===== src/rtl/mips_pkg.sv =====
// Shared encodings for the multi-cycle MIPS controller: ALU ops, opcodes, functs,
// operand-mux selects and the controller state enum.
package mips_pkg;

  localparam logic [2:0] A_NOP = 3'd0;
  localparam logic [2:0] A_ADD = 3'd1;
  localparam logic [2:0] A_SUB = 3'd2;
  localparam logic [2:0] A_AND = 3'd3;
  localparam logic [2:0] A_OR  = 3'd4;
  localparam logic [2:0] A_XOR = 3'd5;
  localparam logic [2:0] A_NOR = 3'd6;

  localparam logic [5:0] OP_RTYPE = 6'h00;
  localparam logic [5:0] OP_J     = 6'h02;
  localparam logic [5:0] OP_BEQ   = 6'h04;
  localparam logic [5:0] OP_BNE   = 6'h05;
  localparam logic [5:0] OP_ADDI  = 6'h08;
  localparam logic [5:0] OP_ANDI  = 6'h0C;
  localparam logic [5:0] OP_ORI   = 6'h0D;
  localparam logic [5:0] OP_XORI  = 6'h0E;
  localparam logic [5:0] OP_LW    = 6'h23;
  localparam logic [5:0] OP_SW    = 6'h2B;

  localparam logic [5:0] FN_ADD = 6'h20;
  localparam logic [5:0] FN_SUB = 6'h22;
  localparam logic [5:0] FN_AND = 6'h24;
  localparam logic [5:0] FN_OR  = 6'h25;
  localparam logic [5:0] FN_XOR = 6'h26;
  localparam logic [5:0] FN_NOR = 6'h27;

  localparam logic [1:0] PC_ALU = 2'd0;
  localparam logic [1:0] PC_BRT = 2'd1;
  localparam logic [1:0] PC_JMP = 2'd2;

  localparam logic [1:0] SRCB_RT     = 2'd0;
  localparam logic [1:0] SRCB_FOUR   = 2'd1;
  localparam logic [1:0] SRCB_IMM    = 2'd2;
  localparam logic [1:0] SRCB_IMM_SH = 2'd3;

  typedef enum logic [3:0] {
    S_RST, S_IF, S_ID, S_EXR, S_EXI, S_WBR, S_WBI,
    S_ADR, S_MRD, S_WBM, S_MWR, S_BR, S_JMP
  } state_t;

  // Unsupported functs map to A_NOP, which the FSM treats as illegal.
  function automatic logic [2:0] funct_alu(input logic [5:0] f);
    case (f)
      FN_ADD:  return A_ADD;
      FN_SUB:  return A_SUB;
      FN_AND:  return A_AND;
      FN_OR:   return A_OR;
      FN_XOR:  return A_XOR;
      FN_NOR:  return A_NOR;
      default: return A_NOP;
    endcase
  endfunction

endpackage


===== src/rtl/mips_multicycle_ctrl_if.sv =====
// Controller <-> datapath/memory signal bundle; master is the controller side.
interface mips_multicycle_ctrl_if;
  import mips_pkg::*;

  logic [5:0] opcode;
  logic [5:0] funct;
  logic       zero;
  logic       overflow;
  // Handshake: mem_re/mem_we act as valid and stay high until the cycle mem_ready
  // (ready) is seen; a transfer completes only in a cycle where both are high.
  logic       mem_ready;
  logic       pc_we;
  logic [1:0] pc_src;
  logic       iord;
  logic       mem_re;
  logic       mem_we;
  logic       ir_we;
  logic       reg_we;
  logic       reg_dst;
  logic       mem_to_reg;
  logic       alu_src_a;
  logic [1:0] alu_src_b;
  logic       ext_zero;
  logic [2:0] alu_op;
  logic       illegal;
  logic       ovf_trap;
  logic       bus_err;
  state_t     dbg_state;

  modport master (
    input  opcode, funct, zero, overflow, mem_ready,
    output pc_we, pc_src, iord, mem_re, mem_we, ir_we, reg_we, reg_dst, mem_to_reg,
           alu_src_a, alu_src_b, ext_zero, alu_op, illegal, ovf_trap, bus_err, dbg_state
  );

  modport slave (
    output opcode, funct, zero, overflow, mem_ready,
    input  pc_we, pc_src, iord, mem_re, mem_we, ir_we, reg_we, reg_dst, mem_to_reg,
           alu_src_a, alu_src_b, ext_zero, alu_op, illegal, ovf_trap, bus_err, dbg_state
  );
endinterface


===== src/rtl/mips_mem_wait_timer.sv =====
// Memory wait-state counter; flags timeout on the last allowed waiting cycle.
module mips_mem_wait_timer #(
  parameter int MEM_TIMEOUT = 15,
  parameter int CNT_W       = 4
) (
  input  logic clk,
  input  logic rst_n,
  input  logic start,
  input  logic busy,
  input  logic ready,
  output logic timeout
);

  logic [CNT_W-1:0] cnt;

  always_ff @(posedge clk) begin
    if (!rst_n || start || ready || !busy) cnt <= '0;
    else                                   cnt <= cnt + 1'b1;
  end

  // cnt counts completed waits, so the MEM_TIMEOUT-th waiting cycle sees MEM_TIMEOUT-1.
  assign timeout = busy && !ready && (cnt == CNT_W'(MEM_TIMEOUT - 1));

endmodule


===== src/rtl/mips_multicycle_ctrl.sv =====
// Multi-cycle MIPS control FSM: sequences fetch/decode/execute/memory/writeback and
// drives datapath strobes, mux selects and alu_op, plus trap/error pulses.
module mips_multicycle_ctrl
  import mips_pkg::*;
#(
  parameter int MEM_TIMEOUT = 15,
  parameter int CNT_W       = 4
) (
  input logic                    clk,
  input logic                    rst_n,
  mips_multicycle_ctrl_if.master bus
);

  state_t     state, state_n;
  logic       illegal_q, ovf_q, bus_err_q;
  logic       illegal_n, ovf_n, bus_err_n;
  logic       busy, start, timeout;
  logic [2:0] fn_op;

  assign fn_op = funct_alu(bus.funct);
  assign busy  = (state == S_IF) || (state == S_MRD) || (state == S_MWR);
  // Counter restarts on every state change and on a timeout that re-enters IF.
  assign start = (state_n != state) || bus_err_n;

  mips_mem_wait_timer #(.MEM_TIMEOUT(MEM_TIMEOUT), .CNT_W(CNT_W)) u_timer (
    .clk     (clk),
    .rst_n   (rst_n),
    .start   (start),
    .busy    (busy),
    .ready   (bus.mem_ready),
    .timeout (timeout)
  );

  always_ff @(posedge clk) begin
    if (!rst_n) begin
      state     <= S_RST;
      illegal_q <= 1'b0;
      ovf_q     <= 1'b0;
      bus_err_q <= 1'b0;
    end else begin
      state     <= state_n;
      illegal_q <= illegal_n;
      ovf_q     <= ovf_n;
      bus_err_q <= bus_err_n;
    end
  end

  always_comb begin
    state_n        = state;
    illegal_n      = 1'b0;
    ovf_n          = 1'b0;
    bus_err_n      = 1'b0;
    bus.pc_we      = 1'b0;
    bus.pc_src     = PC_ALU;
    bus.iord       = 1'b0;
    bus.mem_re     = 1'b0;
    bus.mem_we     = 1'b0;
    bus.ir_we      = 1'b0;
    bus.reg_we     = 1'b0;
    bus.reg_dst    = 1'b0;
    bus.mem_to_reg = 1'b0;
    bus.alu_src_a  = 1'b0;
    bus.alu_src_b  = SRCB_RT;
    bus.ext_zero   = 1'b0;
    bus.alu_op     = A_NOP;
    case (state)
      S_RST: state_n = S_IF;
      S_IF: begin
        bus.mem_re = 1'b1;
        if (bus.mem_ready) begin
          bus.ir_we     = 1'b1;
          bus.pc_we     = 1'b1;
          bus.alu_src_b = SRCB_FOUR;
          bus.alu_op    = A_ADD;
          state_n       = S_ID;
        end else if (timeout) begin
          bus_err_n = 1'b1;
          state_n   = S_IF;
        end
      end
      S_ID: begin
        bus.alu_src_b = SRCB_IMM_SH;
        bus.alu_op    = A_ADD;
        case (bus.opcode)
          OP_RTYPE:                         state_n = S_EXR;
          OP_ADDI, OP_ANDI, OP_ORI, OP_XORI: state_n = S_EXI;
          OP_LW, OP_SW:                     state_n = S_ADR;
          OP_BEQ, OP_BNE:                   state_n = S_BR;
          OP_J:                             state_n = S_JMP;
          default: begin
            illegal_n = 1'b1;
            state_n   = S_IF;
          end
        endcase
      end
      S_EXR: begin
        bus.alu_src_a = 1'b1;
        if (fn_op != A_NOP) begin
          bus.alu_op = fn_op;
          ovf_n      = bus.overflow && ((fn_op == A_ADD) || (fn_op == A_SUB));
          state_n    = S_WBR;
        end else begin
          illegal_n = 1'b1;
          state_n   = S_IF;
        end
      end
      S_EXI: begin
        bus.alu_src_a = 1'b1;
        bus.alu_src_b = SRCB_IMM;
        case (bus.opcode)
          OP_ADDI: begin
            bus.alu_op = A_ADD;
            ovf_n      = bus.overflow;
          end
          OP_ANDI: begin bus.alu_op = A_AND; bus.ext_zero = 1'b1; end
          OP_ORI:  begin bus.alu_op = A_OR;  bus.ext_zero = 1'b1; end
          OP_XORI: begin bus.alu_op = A_XOR; bus.ext_zero = 1'b1; end
          default: bus.alu_op = A_NOP;
        endcase
        state_n = S_WBI;
      end
      // ovf_q is the trap pulse itself, so it also gates the writeback it cancels.
      S_WBR: begin
        bus.reg_we  = !ovf_q;
        bus.reg_dst = 1'b1;
        state_n     = S_IF;
      end
      S_WBI: begin
        bus.reg_we = !ovf_q;
        state_n    = S_IF;
      end
      S_ADR: begin
        bus.alu_src_a = 1'b1;
        bus.alu_src_b = SRCB_IMM;
        bus.alu_op    = A_ADD;
        state_n       = (bus.opcode == OP_SW) ? S_MWR : S_MRD;
      end
      S_MRD: begin
        bus.iord   = 1'b1;
        bus.mem_re = 1'b1;
        if (bus.mem_ready) state_n = S_WBM;
        else if (timeout) begin
          bus_err_n = 1'b1;
          state_n   = S_IF;
        end
      end
      S_WBM: begin
        bus.reg_we     = 1'b1;
        bus.mem_to_reg = 1'b1;
        state_n        = S_IF;
      end
      S_MWR: begin
        bus.iord   = 1'b1;
        bus.mem_we = 1'b1;
        if (bus.mem_ready) state_n = S_IF;
        else if (timeout) begin
          bus_err_n = 1'b1;
          state_n   = S_IF;
        end
      end
      S_BR: begin
        bus.alu_src_a = 1'b1;
        bus.alu_op    = A_SUB;
        bus.pc_src    = PC_BRT;
        bus.pc_we     = ((bus.opcode == OP_BEQ) && bus.zero) ||
                        ((bus.opcode == OP_BNE) && !bus.zero);
        state_n       = S_IF;
      end
      S_JMP: begin
        bus.pc_we  = 1'b1;
        bus.pc_src = PC_JMP;
        state_n    = S_IF;
      end
      default: state_n = S_RST;
    endcase
  end

  assign bus.illegal   = illegal_q;
  assign bus.ovf_trap  = ovf_q;
  assign bus.bus_err   = bus_err_q;
  assign bus.dbg_state = state;

endmodule


===== src/flat_wrapper.sv =====
// flat-port wrapper written by rule: the top's interface ports become plain ports
module mips_multicycle_ctrl_flat import mips_pkg::*;
#(
  parameter int MEM_TIMEOUT = 15,
  parameter int CNT_W       = 4
)
  (clk, rst_n, bus_opcode, bus_funct, bus_zero, bus_overflow, bus_mem_ready, bus_pc_we, bus_pc_src, bus_iord, bus_mem_re, bus_mem_we, bus_ir_we, bus_reg_we, bus_reg_dst, bus_mem_to_reg, bus_alu_src_a, bus_alu_src_b, bus_ext_zero, bus_alu_op, bus_illegal, bus_ovf_trap, bus_bus_err, bus_dbg_state);
  mips_multicycle_ctrl_if bus_i ();
  input logic clk;
  input logic rst_n;
  input wire logic [$bits(bus_i.opcode)-1:0] bus_opcode;
  input wire logic [$bits(bus_i.funct)-1:0] bus_funct;
  input wire logic [$bits(bus_i.zero)-1:0] bus_zero;
  input wire logic [$bits(bus_i.overflow)-1:0] bus_overflow;
  input wire logic [$bits(bus_i.mem_ready)-1:0] bus_mem_ready;
  output wire logic [$bits(bus_i.pc_we)-1:0] bus_pc_we;
  output wire logic [$bits(bus_i.pc_src)-1:0] bus_pc_src;
  output wire logic [$bits(bus_i.iord)-1:0] bus_iord;
  output wire logic [$bits(bus_i.mem_re)-1:0] bus_mem_re;
  output wire logic [$bits(bus_i.mem_we)-1:0] bus_mem_we;
  output wire logic [$bits(bus_i.ir_we)-1:0] bus_ir_we;
  output wire logic [$bits(bus_i.reg_we)-1:0] bus_reg_we;
  output wire logic [$bits(bus_i.reg_dst)-1:0] bus_reg_dst;
  output wire logic [$bits(bus_i.mem_to_reg)-1:0] bus_mem_to_reg;
  output wire logic [$bits(bus_i.alu_src_a)-1:0] bus_alu_src_a;
  output wire logic [$bits(bus_i.alu_src_b)-1:0] bus_alu_src_b;
  output wire logic [$bits(bus_i.ext_zero)-1:0] bus_ext_zero;
  output wire logic [$bits(bus_i.alu_op)-1:0] bus_alu_op;
  output wire logic [$bits(bus_i.illegal)-1:0] bus_illegal;
  output wire logic [$bits(bus_i.ovf_trap)-1:0] bus_ovf_trap;
  output wire logic [$bits(bus_i.bus_err)-1:0] bus_bus_err;
  output wire logic [$bits(bus_i.dbg_state)-1:0] bus_dbg_state;
  assign bus_i.opcode = bus_opcode;
  assign bus_i.funct = bus_funct;
  assign bus_i.zero = bus_zero;
  assign bus_i.overflow = bus_overflow;
  assign bus_i.mem_ready = bus_mem_ready;
  assign bus_pc_we = bus_i.pc_we;
  assign bus_pc_src = bus_i.pc_src;
  assign bus_iord = bus_i.iord;
  assign bus_mem_re = bus_i.mem_re;
  assign bus_mem_we = bus_i.mem_we;
  assign bus_ir_we = bus_i.ir_we;
  assign bus_reg_we = bus_i.reg_we;
  assign bus_reg_dst = bus_i.reg_dst;
  assign bus_mem_to_reg = bus_i.mem_to_reg;
  assign bus_alu_src_a = bus_i.alu_src_a;
  assign bus_alu_src_b = bus_i.alu_src_b;
  assign bus_ext_zero = bus_i.ext_zero;
  assign bus_alu_op = bus_i.alu_op;
  assign bus_illegal = bus_i.illegal;
  assign bus_ovf_trap = bus_i.ovf_trap;
  assign bus_bus_err = bus_i.bus_err;
  assign bus_dbg_state = bus_i.dbg_state;
  mips_multicycle_ctrl #(.MEM_TIMEOUT(MEM_TIMEOUT), .CNT_W(CNT_W)) u_core (.clk(clk), .rst_n(rst_n), .bus(bus_i));
endmodule

===== config.mk =====
export PLATFORM = sky130hd
export DESIGN_NAME = mips_multicycle_ctrl_flat
export DESIGN_NICKNAME = d
export VERILOG_FILES = /design/src/rtl/mips_pkg.sv /design/src/rtl/mips_multicycle_ctrl_if.sv /design/src/rtl/mips_mem_wait_timer.sv /design/src/rtl/mips_multicycle_ctrl.sv /design/src/flat_wrapper.sv
export SDC_FILE = /design/constraint.sdc
export NUM_CORES = 1
export LEC_CHECK = 0
export BUFFER_PORTS_ARGS = -buffer_cell sky130_fd_sc_hd__buf_2
export CORE_ASPECT_RATIO = 1.75
export CORE_MARGIN = 2
export CORE_UTILIZATION = 40
export CTS_CLUSTER_DIAMETER = 150
export DETAILED_ROUTE_END_ITERATION = 8
export GPL_ROUTABILITY_DRIVEN = 0
export PLACE_DENSITY = 0.8
export SETUP_SLACK_MARGIN = 0.2
export SLEW_MARGIN = 40
export SYNTH_ARGS = -nofsm -noshare
export SYNTH_HDL_FRONTEND = slang
export SYNTH_SLANG_ARGS = --single-unit

===== constraint.sdc =====
create_clock -name clk -period 1.5 [get_ports clk]
set_input_delay 0.15 -clock clk [delete_from_list [all_inputs] [get_ports clk]]
set_output_delay 0.15 -clock clk [all_outputs]
set_load 0.03 [all_outputs]

==> results.cfg, run 1 <==
[timing]
worstMarginPinSlew_ps = 414.1
rsz0062_at_grt = true
fin_worst_skew_ps = 3.414
relSlewSlack_pct = 72.34
fmax_mhz = 595.9
setup_slack_ps = -178.2
drv_slew = 0
hold_violations = 0
finalCriticalPeriod_ps = 1678
holdWs_ps = 194.7
setup_viol = 10
fin_setup_tns_ps = -1025
period_share_pct = 111.9

[logic_synthesis]
synthMuxAreaShare_pct = 0
synthXorXnorAreaFrac_pct = 4.212
ys_ff_latch = 11
synthTopCellsByArea = dfxtp_1, nor2_1, nand2b_1, o21ai_0, nor3_1
synth-simple-area-share_pct = 38.87
ys_warn_count = 0
synthDistinctLibCells = 46
syn-num-nets = 168
synth_top_area_share_pct = 21.18
syn_inst = 149
syn_area_sq_um = 1040
synth-edff-count = 0
synth_top_flop_cell = dfxtp_1
synth_top_family_by_area = simple AND/OR/NAND/NOR gates
ys_seq_area_share_pct = 21.18
ys_async_sr_fraction_pct = 0
yosysMostFrequentCell = nor2_1
avgSynthCellArea_sq_um = 6.978
synthAdderAreaFrac_pct = 3.369
synth_common_cells = nor2_1, nand2b_1, o21ai_0
synth_compound_area_share_pct = 25.63
synth_top_cell_by_area = dfxtp_1

[detailed_routing]
drt-total-wl_mm = 5.146
drtIter0Drc = 94
drtPass1Iterations = 4
post-route-drc-count = 0
ant_nets = 0
vias_per_cell = 6.268
routedWlPerCell_um = 20.58
vias = 1567

[setup_path]
path_depth = 6
reg2reg_to = u_core.bus.dbg_state[0]
crit_top_cell = buf_6
regToRegStartpoint = u_core.u_timer.cnt[0]
setup.worst_path.end = bus_alu_op[1]
cp.arrival_ps = 1530
crit_required_ps = 1350
endpoint_kind = primary output
crit_buf_inv = 2
reg2reg_slack_ps = -30
cp_top_family = simple AND/OR/NAND/NOR gates
cp_slowest_cell = dfxtp_4
r2r_cells = 6
crit_chain = nand2b_4 -> nor3_4 -> nand4_1 -> buf_6 -> o32ai_4 -> buf_6
crit_fanout = 5
critPathMaxStageDelay_ps = 360
critPathLaunch = u_core.bus.dbg_state[3]
startpoint_type = register
crit_type = register to primary output

[flow_run]
maxCapViolations = 0

[global_route]
grt_start_max_net_pins = 17
antenna_found_initial = 0
grt_pass1_vias = 1487
overflow = 0
grt_pass1_wl_mm = 6.831
grtUsageTotal_pct = 29.14

[finish]
fin_area_sq_um = 2148
fill_cells = 122
insertedDiodeCount = 0
drive_above_1_share_pct = 62.95
nNetsFinal = 244
area_growth_pct = 106.6

[floorplanning]
num_rows = 24
ios = 41
die_area_sq_um = 3039
core_sq_um = 2492
die_w_um = 42.54
die_h_um = 71.45
start_util_pct = 41.72

[cts]
tritoncts = yes
cts_inserted_buffers = 3
clk_path_buf_depth = 2
cts_hold_buf = 0
cts_sinks = 11
cts-root-buf = clkbuf_8
clk_latency_ps = 240
cts.clk_slew.worst_paths_ps = 50
htreeDepth = 1

[power_and_ir_drop]
seqPwrFrac_pct = 29.7
max-vdd-ir-drop_mv = 0.2991
switching_share_pct = 35.16
intPower_mw = 0.6844
powerDensity_nw_per_um2 = 491.3
clkPwrFrac_pct = 28.5
p_sw_mw = 0.3711
p_leak_nw = 0.8704
power_frac_comb_pct = 41.8

[place]
hpwlAfterDp_mm = 2.767
placed_area_sq_um = 1562
pre_cts_ws_ps = 42.46
numPortBuffers = 40

[outcome]
violations = negative setup slack
outcome = complete, but fails checks

[min_path]
hp-class = input port to register
[repair_timing]
action,in CTS,in global routing
pin swaps,11,14
endpoints found under the setup margin,26,27
buffers inserted,12,13
gates resized for setup,52,49
endpoints found under the hold margin,0,0
[worst register-to-register path, delay by kind of cell, from the launching register on]
family          cells  cell delay [ps]
compound gates      4              780
flops               1              360
fa+ha+maj           1              220
buf+inv             1               60
[layout make-up]
| cell class | instances | area [sq um] | area share, % |
|---|---|---|---|
| Inverter | 4 | 15.01 | 0.6989 |
| Sequential cell | 11 | 236.5 | 11.01 |
| Multi-Input combinational cell | 123 | 1131 | 52.65 |
| Timing Repair Buffer | 82 | 688.2 | 32.03 |
| Tap cell | 26 | 32.53 | 1.514 |
| Clock buffer | 4 | 45.04 | 2.097 |
[per-stage QoR]
| step | instances | power [mW] | utilization [%] |
|---|---|---|---|
| after floorplan | 149 | 0.5217 | - |
| after global placement | 221 | 0.5882 | 62.65 |
| after detailed placement | 221 | 0.5954 | 62.65 |
| after CTS | 237 | 0.9739 | 75.05 |
| after global routing | 250 | 1.096 | 86.19 |
| final | 250 | 1.055 | 86.19 |
[state kept, by name, indices dropped and copies added (netlist names)]
register / count
u_core.bus.dbg_state: 4
u_core.u_timer.cnt: 4
u_core.bus.bus_err: 1
u_core.bus.illegal: 1
u_core.bus.ovf_trap: 1
[kinds of logic after synthesis]
kind of cell    count (synthesis)
compound gates                 40
xor+xnor                        5
fa+ha+maj                       3
buf+inv                        15
flops                          11
simple gates                   75
[cells in the final DEF (no fill, tap or decap), types with 4 or more instances in the layout]
cell      Yosys  routed
o21ai_0      12       4
buf_6         0      28
nor2_4        0       8
dfxtp_1      11       6
nand4_1       4       4
nand2b_1     12       6
nor2_1       21      12
buf_4         3      28
o21ai_2       0       4
dfxtp_4       0       4
nand3_1       6       6
nor3_1        9       6
nor3_4        0       4
buf_2         2      22
nand2b_4      0       6
[routing by layer]
layer | GRT usage [%] | part of all wire (%)
met5 | 0 | 0
met4 | 23.96 | 6.5
met2 | 51.97 | 55
met1 | 28.68 | 34
met3 | 4.030 | 4.2
[how the worst min path moves through the flow]
stage,from,endpoint,slack (ps),depth (start not counted)
floorplan,bus_opcode[4],u_core.bus.dbg_state[1],270,1
global placement,bus_overflow,u_core.bus.ovf_trap,440,2
detailed placement,bus_overflow,u_core.bus.ovf_trap,430,2
CTS,bus_overflow,u_core.bus.ovf_trap,190,2
global route,bus_overflow,u_core.bus.ovf_trap,190,2
finish,bus_overflow,u_core.bus.ovf_trap,190,2
[power by group through the flow]
stage | Clock (mW) | Combinational (mW) | Sequential [mW]
final | 0.301 | 0.441 | 0.314
after global routing | 0.320 | 0.463 | 0.314
after CTS | 0.307 | 0.355 | 0.312
after detailed placement | 0 | 0.269 | 0.326
after global placement | 0 | 0.262 | 0.326
after floorplan | 0 | 0.204 | 0.317
Note: power is estimated with default switching activity, not from simulation.
==> run 2, diff against run 1 <==
Settings changed: REMOVE_ABC_BUFFERS set to 1.
==> run 2 against run 1 <==
  * The flow still finishes with violations (negative setup slack)
  * First-iteration DRC count up 24%
  * Via count rose by 2.3%
  * Cell area decreased by 5.8%
  * Hold slack improved by 4.4 ps
  * Global-route usage is 0.23 points lower
  * Maximum frequency fell by 0.22%
  * Critical path type unchanged
==> results.cfg, run 2 (same netlist as run 1, synthesis figures left out) <==
[floorplanning]
ios = 41
die_w_um = 42.54
core_sq_um = 2492
num_rows = 24
die_area_sq_um = 3039
start_util_pct = 41.72
die_h_um = 71.45

[min_path]
worst_hold_startpoint = bus_overflow
min_path_cells = 2
hp-class = input port to register

[timing]
worstMarginPinSlew_ps = 383.2
fin_worst_skew_ps = 6.121
setup_slack_ps = -181.9
period_share_pct = 112.1
rsz0062_at_grt = true
setup_viol = 12
drv_slew = 0
fmax_mhz = 594.6
relSlewSlack_pct = 73.79
hold_violations = 0
finalCriticalPeriod_ps = 1682
fin_setup_tns_ps = -1086

[setup_path]
endpoint_kind = primary output
crit_type = register to primary output
r2r_cells = 6
regToRegStartpoint = u_core.bus.dbg_state[3]
crit_required_ps = 1350
critPathLaunch = u_core.bus.dbg_state[0]
startpoint_type = register
cp.arrival_ps = 1530
crit_fanout = 11

[power_and_ir_drop]
max-vdd-ir-drop_mv = 0.7067
p_sw_mw = 0.3761
totalPowerFinal_mw = 1.049
seqPwrFrac_pct = 29.5
power_frac_comb_pct = 39.9
p_leak_nw = 0.8647
clkPwrFrac_pct = 30.6
switching_share_pct = 35.85
powerDensity_nw_per_um2 = 518.5
intPower_mw = 0.6730

[global_route]
grt_pass1_wl_mm = 6.713
grt_start_max_net_pins = 13
overflow = 0
grtUsageTotal_pct = 28.91
top_usage_layer = met2
antenna_found_initial = 0
grtUsageMet2_pct = 52.48
met3_usage_pct = 4.786
met1_usage_pct = 28.77
grt_pass1_vias = 1439

[flow_run]
maxCapViolations = 0

[finish]
area_growth_pct = 94.58
fill_cells = 141
finish.utilization_pct = 81.17
insertedDiodeCount = 0
final_cell_mix = buf_4, buf_2, buf_6, nor2_1, nor2_4
final_common_cell = buf_4
drive_above_1_share_pct = 61.43
nNetsFinal = 243

[place]
hpwlAfterDp_mm = 2.532
numPortBuffers = 40

[cts]
cts-root-buf = clkbuf_8
clk_latency_ps = 250
htreeDepth = 1
clk_path_buf_depth = 2
cts_inserted_buffers = 3
cts.clk_slew.worst_paths_ps = 60
cts_sinks = 11
tritoncts = yes

[detailed_routing]
post-route-drc-count = 0
routedWlPerCell_um = 21.77
drtIter0Drc = 117
vias = 1603
ant_nets = 0
vias_per_cell = 6.438
drtPass1Iterations = 5
drt-total-wl_mm = 5.421

[outcome]
outcome = complete, but fails checks
violations = negative setup slack
run 2: critical path, stage by stage, from the launching register on:
cell and delay [ps]:
dfxtp_4 390, buf_12 150, nand4_1 160, buf_4 200, o22ai_1 180, buf_4 190
run 2: cell type report:
type / instances / area, sq um / share of cell area [%]
inverter: 4 / 15.01 / 0.7421
sequential: 11 / 236.5 / 11.69
tap: 26 / 32.53 / 1.608
timing repair buffer: 81 / 658.1 / 32.53
multi-input combinational: 123 / 1036 / 51.21
clock buffer: 4 / 45.04 / 2.226
run 2: path summary, 6_finish.rpt:
path                             end  slack [ps]
min              u_core.bus.ovf_trap         200
max reg2reg  u_core.bus.dbg_state[0]         -40
min reg2reg    u_core.u_timer.cnt[0]         510
max                    bus_alu_op[2]        -180
run 2: repair_timing:
action	in CTS	in global routing
hold buffers	0	0
pin swaps	16	23
endpoints found under the setup margin	28	27
resized for setup	61	61
setup buffers	5	13
run 2: per-stage QoR:
step / hold WS (ps) / area (sq um) / instances / setup slack [ps]
after floorplan: 267.7 / 984.7 / 138 / -814.9
after global placement: 408.2 / 1403 / 227 / -31.52
after detailed placement: 410.5 / 1403 / 227 / -38.36
after CTS: 164.7 / 1683 / 236 / -95.27
after global routing: 202.0 / 2023 / 249 / -205.3
final: 199.1 / 2023 / 249 / -181.9
run 2: power groups by stage:
stage / clock, mW / combinational [mW] / sequential (mW)
6_report: 0.321 / 0.418 / 0.310
5_1_grt: 0.327 / 0.436 / 0.310
4_1_cts: 0.308 / 0.305 / 0.312
3_5_place_dp: 0 / 0.261 / 0.317
3_3_place_gp: 0 / 0.259 / 0.316
2_1_floorplan: 0 / 0.117 / 0.334
run 2: layer usage:
metal / vias to the layer above / part of all wire [%]
li1: 692 / -
met1: 769 / 34
met2: 104 / 54
met3: 38 / 5.2
met4: 0 / 5.9
met5: - / 0
